File: src/rtl/fnv1a_hash_engine.sv
// Byte-serial FNV-1a hash engine: folds each accepted byte into a 32-bit hash,
// multiplying by the FNV prime with a 6-cycle shift-add sequence.
module fnv1a_hash_engine #(
    parameter logic [31:0] OFFSET_BASIS = 32'h811C9DC5,
    parameter int unsigned COUNT_WIDTH  = 16
) (
    input  logic                   clk,
    input  logic                   reset,
    input  logic                   clear,
    input  logic [7:0]             byte_in,
    input  logic                   byte_valid,
    output logic                   byte_ready,
    output logic                   busy,
    output logic                   hash_valid,
    output logic [31:0]            hash_out,
    output logic [COUNT_WIDTH-1:0] byte_count,
    input  logic                   rd_next,
    input  logic                   rd_rewind,
    output logic [7:0]             rd_byte
);

    typedef enum logic {IDLE, MUL} state_t;

    state_t                 state, next_state;
    logic [31:0]            hash_q, x_q, acc_q, addend, sum;
    logic [2:0]             step_q;
    logic [COUNT_WIDTH-1:0] count_q;
    logic [1:0]             ptr_q;
    logic                   hash_valid_q;
    logic                   accept, last_step;

    assign accept    = byte_valid && byte_ready;
    assign last_step = (state == MUL) && (step_q == 3'd5);

    always_ff @(posedge clk) begin
        if (reset || clear) state <= IDLE;
        else                state <= next_state;
    end

    always_comb begin
        next_state = state;
        case (state)
            IDLE:    if (accept)    next_state = MUL;
            MUL:     if (last_step) next_state = IDLE;
            default: next_state = IDLE;
        endcase
    end

    always_comb begin
        byte_ready = (state == IDLE) && !clear && !reset;
        busy       = (state == MUL);
    end

    // 16777619 = 2^24 + 2^8 + 2^7 + 2^4 + 2^1 + 2^0, one partial product per step
    always_comb begin
        case (step_q)
            3'd0:    addend = x_q;
            3'd1:    addend = x_q << 1;
            3'd2:    addend = x_q << 4;
            3'd3:    addend = x_q << 7;
            3'd4:    addend = x_q << 8;
            default: addend = x_q << 24;
        endcase
        sum = acc_q + addend;
    end

    always_ff @(posedge clk) begin
        if (reset || clear) begin
            hash_q       <= OFFSET_BASIS;
            count_q      <= '0;
            hash_valid_q <= 1'b0;
            x_q          <= '0;
            acc_q        <= '0;
            step_q       <= '0;
        end else begin
            hash_valid_q <= 1'b0;
            if (accept) begin
                x_q    <= hash_q ^ {24'd0, byte_in};
                acc_q  <= '0;
                step_q <= '0;
                if (count_q != '1) count_q <= count_q + COUNT_WIDTH'(1);
            end
            if (state == MUL) begin
                acc_q  <= sum;
                step_q <= step_q + 3'd1;
                if (last_step) begin
                    hash_q       <= sum;
                    hash_valid_q <= 1'b1;
                end
            end
        end
    end

    always_ff @(posedge clk) begin
        if (reset || clear || rd_rewind) ptr_q <= '0;
        else if (rd_next)                ptr_q <= ptr_q + 2'd1;
    end

    always_comb begin
        case (ptr_q)
            2'd0:    rd_byte = hash_q[31:24];
            2'd1:    rd_byte = hash_q[23:16];
            2'd2:    rd_byte = hash_q[15:8];
            default: rd_byte = hash_q[7:0];
        endcase
    end

    assign hash_out   = hash_q;
    assign byte_count = count_q;
    assign hash_valid = hash_valid_q;

endmodule

File: config.mk
export PLATFORM = sky130hd
export DESIGN_NAME = fnv1a_hash_engine
export DESIGN_NICKNAME = d
export VERILOG_FILES = /design/src/rtl/fnv1a_hash_engine.sv
export SDC_FILE = /design/constraint.sdc
export NUM_CORES = 1
export LEC_CHECK = 0
export ABC_AREA = 1
export BUFFER_PORTS_ARGS = -buffer_cell sky130_fd_sc_hd__clkbuf_2
export CAP_MARGIN = 40
export CORE_MARGIN = 2
export CORE_UTILIZATION = 50
export DETAILED_ROUTE_END_ITERATION = 7
export PLACE_DENSITY = 0.72
export SLEW_MARGIN = 20
export SYNTH_ARGS = -nofsm -noshare
export SYNTH_HDL_FRONTEND = slang
export SYNTH_SLANG_ARGS = --single-unit
File: constraint.sdc
create_clock -name clk -period 4.2 [get_ports clk]
set_clock_uncertainty 0.1 [all_clocks]
set_input_delay 0.42 -clock clk [delete_from_list [all_inputs] [get_ports clk]]
set_output_delay 0.42 -clock clk [all_outputs]
set_load 0.02 [all_outputs]
==> impl_metrics.env <==
export IMPL_vias_per_cell=5.64
export IMPL_internal_power_mw=2.19
export IMPL_vias=8696
export IMPL_seqPwrFrac_pct=39.4
export IMPL_post_cts_buffers=0
export IMPL_holdWs_ps=78.0
export IMPL_p_switching_uw=715
export IMPL_power_density_nw_per_um2=315
export IMPL_p_leak_nw=4.38
export IMPL_crit_chain="inv_1 -> ha_1 -> nand2_1 -> o22ai_1 -> a2111oi_0 -> a21oi_1 -> ha_1 -> nand2_1 -> nor2_1 -> nand2_1 -> nor2_1 -> nand2_1 -> nand2_1 -> nand2_1 -> nand2_1 -> nand2_1 -> nand2_1 -> inv_1"
export IMPL_fin_crit_sh_pct=90.9
export IMPL_drc=0
export IMPL_initial_core_util_pct=50.9
export IMPL_synthFlopType="dfxtp_1"
export IMPL_grt_pass1_wl_mm=41.7
export IMPL_p_comb_share_pct=6.2
export IMPL_ys_top_cells_by_area="dfxtp_1 (30%), nand2_1 (17%), inv_1 (9.0%)"
export IMPL_tns_ps=0
export IMPL_tritoncts="built"
export IMPL_die_w_um=131
export IMPL_num_rows=46
export IMPL_regToRegStartpoint="step_q[0]"
export IMPL_grt_ovfl_total=0
export IMPL_synth_mux_area_share_pct=0
export IMPL_r2r_end="hash_out[26]"
export IMPL_slowest_stage="nand2_1"
export IMPL_crit_path_max_incr_delay_ps=630
export IMPL_setup_viol=0
export IMPL_synth_top_area_share_pct=29.6
export IMPL_synth_top_area_cell="dfxtp_1"
export IMPL_r2r_cells=18
export IMPL_root_buffer="clkbuf_16"
export IMPL_grt_usage_pct=31.7
export IMPL_synth_xor_area_share_pct=2.92
export IMPL_routed_wl_mm=26.7
export IMPL_final_min_clock_period_ps=3820
export IMPL_numClockSinks=119
export IMPL_place_ws_ps=563
export IMPL_synth_enable_flop_cells=0
export IMPL_dpl_hpwl_mm=19.9
export IMPL_h_tree_depth=4
export IMPL_regToRegSetupSlack_ps=380
export IMPL_crit_path_max_fanout=23
export IMPL_ys_top_cells_by_count="nand2_1 (366), inv_1 (193), a21oi_1 (132), dfxtp_1 (119), nand3_1 (69)"
export IMPL_outcome="finished, final reports clean"
export IMPL_synth_simple_area_share_pct=28.8
export IMPL_synth_cell_types=50
export IMPL_synth_fa_ha_area_share_pct=6.62
export IMPL_ys_seq_area_share_pct=29.6
export IMPL_fin_ws_ps=381
export IMPL_ant_nets=0
export IMPL_critPathTopFamily="simple AND/OR/NAND/NOR gates"
export IMPL_nFillCells=1548
export IMPL_slew_viol_final=0
export IMPL_endpoint_kind="register"
export IMPL_worst_ep_arrival_time_ps=4050
export IMPL_hp_start="rd_rewind"
export IMPL_gp_congestion=0.980
export IMPL_fmax_ghz=0.262
export IMPL_whs_path_depth=2
export IMPL_antenna_found_initial=0
export IMPL_ys_seq_elements=119
export IMPL_postSynthCellCount=1258
export IMPL_setup_worst_path_start_class="register"
export IMPL_hold_path_class="primary input to register"
export IMPL_synth_compound_area_share_pct=20.0
export IMPL_switching_share_pct=24.6
export IMPL_grt_pass1_vias=7792
export IMPL_async_reset_ff_share_pct=0
export IMPL_syn_area_um2=8050
export IMPL_ios=73
export IMPL_die_y_um=131
export IMPL_die_area_um2=17100
export IMPL_port_buffers=72
export IMPL_yosysMostFrequentCell="nand2_1"
export IMPL_cap_violations=0
export IMPL_rsz0062_at_grt="false"
export IMPL_cts_clk_slew_worst_paths_ps=60
export IMPL_final_hold_viol_count=0
export IMPL_cts_buffer_depth=2
export IMPL_avgSynthCellArea_um2=6.40
export IMPL_cts_hold_buf=0
export IMPL_wl_per_cell_um=17.3
export IMPL_cts_resized=0
export IMPL_nets=1371
export IMPL_n_antenna_cell=0
export IMPL_clk_latency_ps=420
export IMPL_peakVddDrop_mv=0.262
export IMPL_cts_buffers=17
export IMPL_syn2layout_area_growth_pct=14.5
export IMPL_worstMarginPinSlew_ps=810
export IMPL_syn_nets=1314
export IMPL_grt_max_degree=43
export IMPL_synth_warnings=0
export IMPL_dr_pass1_iters=6
export IMPL_coreArea_um2=15800
export IMPL_clkPwrFrac_pct=54.4
export IMPL_critPathKind="register to register"
export IMPL_holdPathEnd="ptr_q[0]"
export IMPL_final_util_pct=58.3
export IMPL_synth_top_family_by_area="simple AND/OR/NAND/NOR gates"
export IMPL_path_buf_inv=2
export IMPL_drive_gt1_share_pct=11.5
export IMPL_relSlewSlack_pct=45.9
export IMPL_critPathRequiredTime_ps=4430
export IMPL_drtIter0Drc=1009
export IMPL_crit_path_frequent_cell="nand2_1"
per-layer routing:
metal	wire length [um]	vias to the layer above	global-route usage (%)
met5	0	-	0
met3	2480	58	6.35
met2	11700	443	49.8
li1	-	4227	-
met4	824	0	10.0
met1	11700	3968	44.0
area by class of cell:
type,count,area [um2],share of cell area (%)
multi-input cells,893,4700,51.0
flip-flops and latches,119,2380,25.8
inverters,200,756,8.19
repair buffers,84,483,5.24
clock buffers,18,429,4.65
well taps,216,270,2.93
clock inverters,13,198,2.14
stage by stage:
| stage | instance area [um2] | power (mW) | instances |
|---|---|---|---|
| CTS | 9200 | 2.90 | 1542 |
| global placement | 8550 | 1.34 | 1510 |
| global route | 9220 | 2.97 | 1543 |
| floorplan | 8050 | 1.29 | 1258 |
| detailed placement | 8580 | 1.34 | 1511 |
| finish | 9220 | 2.90 | 1543 |
placed cells by master, fill, tap and decap left out, types with 3 or more instances in the layout:
master and count:
nand2_1 366, inv_1 192, a21oi_1 132, dfxtp_1 119, clkbuf_2 72, nand3_1 69, nor2_1 65, o21ai_0 57
ha_1 41, o22ai_1 36, o221ai_1 19, clkbuf_16 17, xor2_1 16, buf_4 10, nand2_2 9, xnor2_1 9
inv_2 7, nor3_1 7, nand3b_1 6, o21a_1 6, nor2_2 5, clkinv_4 5, nand3_2 4, a22oi_1 4
a2111oi_0 4, a211oi_1 4, inv_6 4, nand4_1 4, bufinv_16 4, and3_1 3
logic make-up after synthesis:
| kind of cell | after synthesis |
|---|---|
| buffers and inverters | 246 |
| xor gates and xnor gates | 26 |
| adders and majority gates | 42 |
| and+or+nand+nor | 548 |
| AOI/OAI and AO/OA | 277 |
| DFF | 119 |
sequential cells by signal (all words and copies together) (netlist names):
| name | cells |
|---|---|
| acc_q | 32 |
| busy | 1 |
| byte_count | 16 |
| hash_out | 32 |
| hash_valid | 1 |
| ptr_q | 2 |
| step_q | 3 |
| x_q | 32 |
power by group through the flow:
stage / sequential, mW / clock, mW / combinational [mW]
4_1_cts: 1.14 / 1.58 / 0.172
5_1_grt: 1.15 / 1.63 / 0.192
3_5_place_dp: 1.17 / 0 / 0.170
2_1_floorplan: 1.17 / 0 / 0.117
6_report: 1.15 / 1.58 / 0.179
3_3_place_gp: 1.17 / 0 / 0.168
how the worst max path moves through the flow:
stage,start,to,slack [ps],cells past startpoint
floorplan,step_q[0],hash_out[30],1260,19
global placement,step_q[0],hash_out[26],570,18
detailed placement,step_q[0],hash_out[26],560,18
CTS,step_q[0],hash_out[26],510,18
global route,step_q[0],acc_q[31],160,15
finish,step_q[0],hash_out[26],380,18
Note: power is estimated with default switching activity, not from simulation.
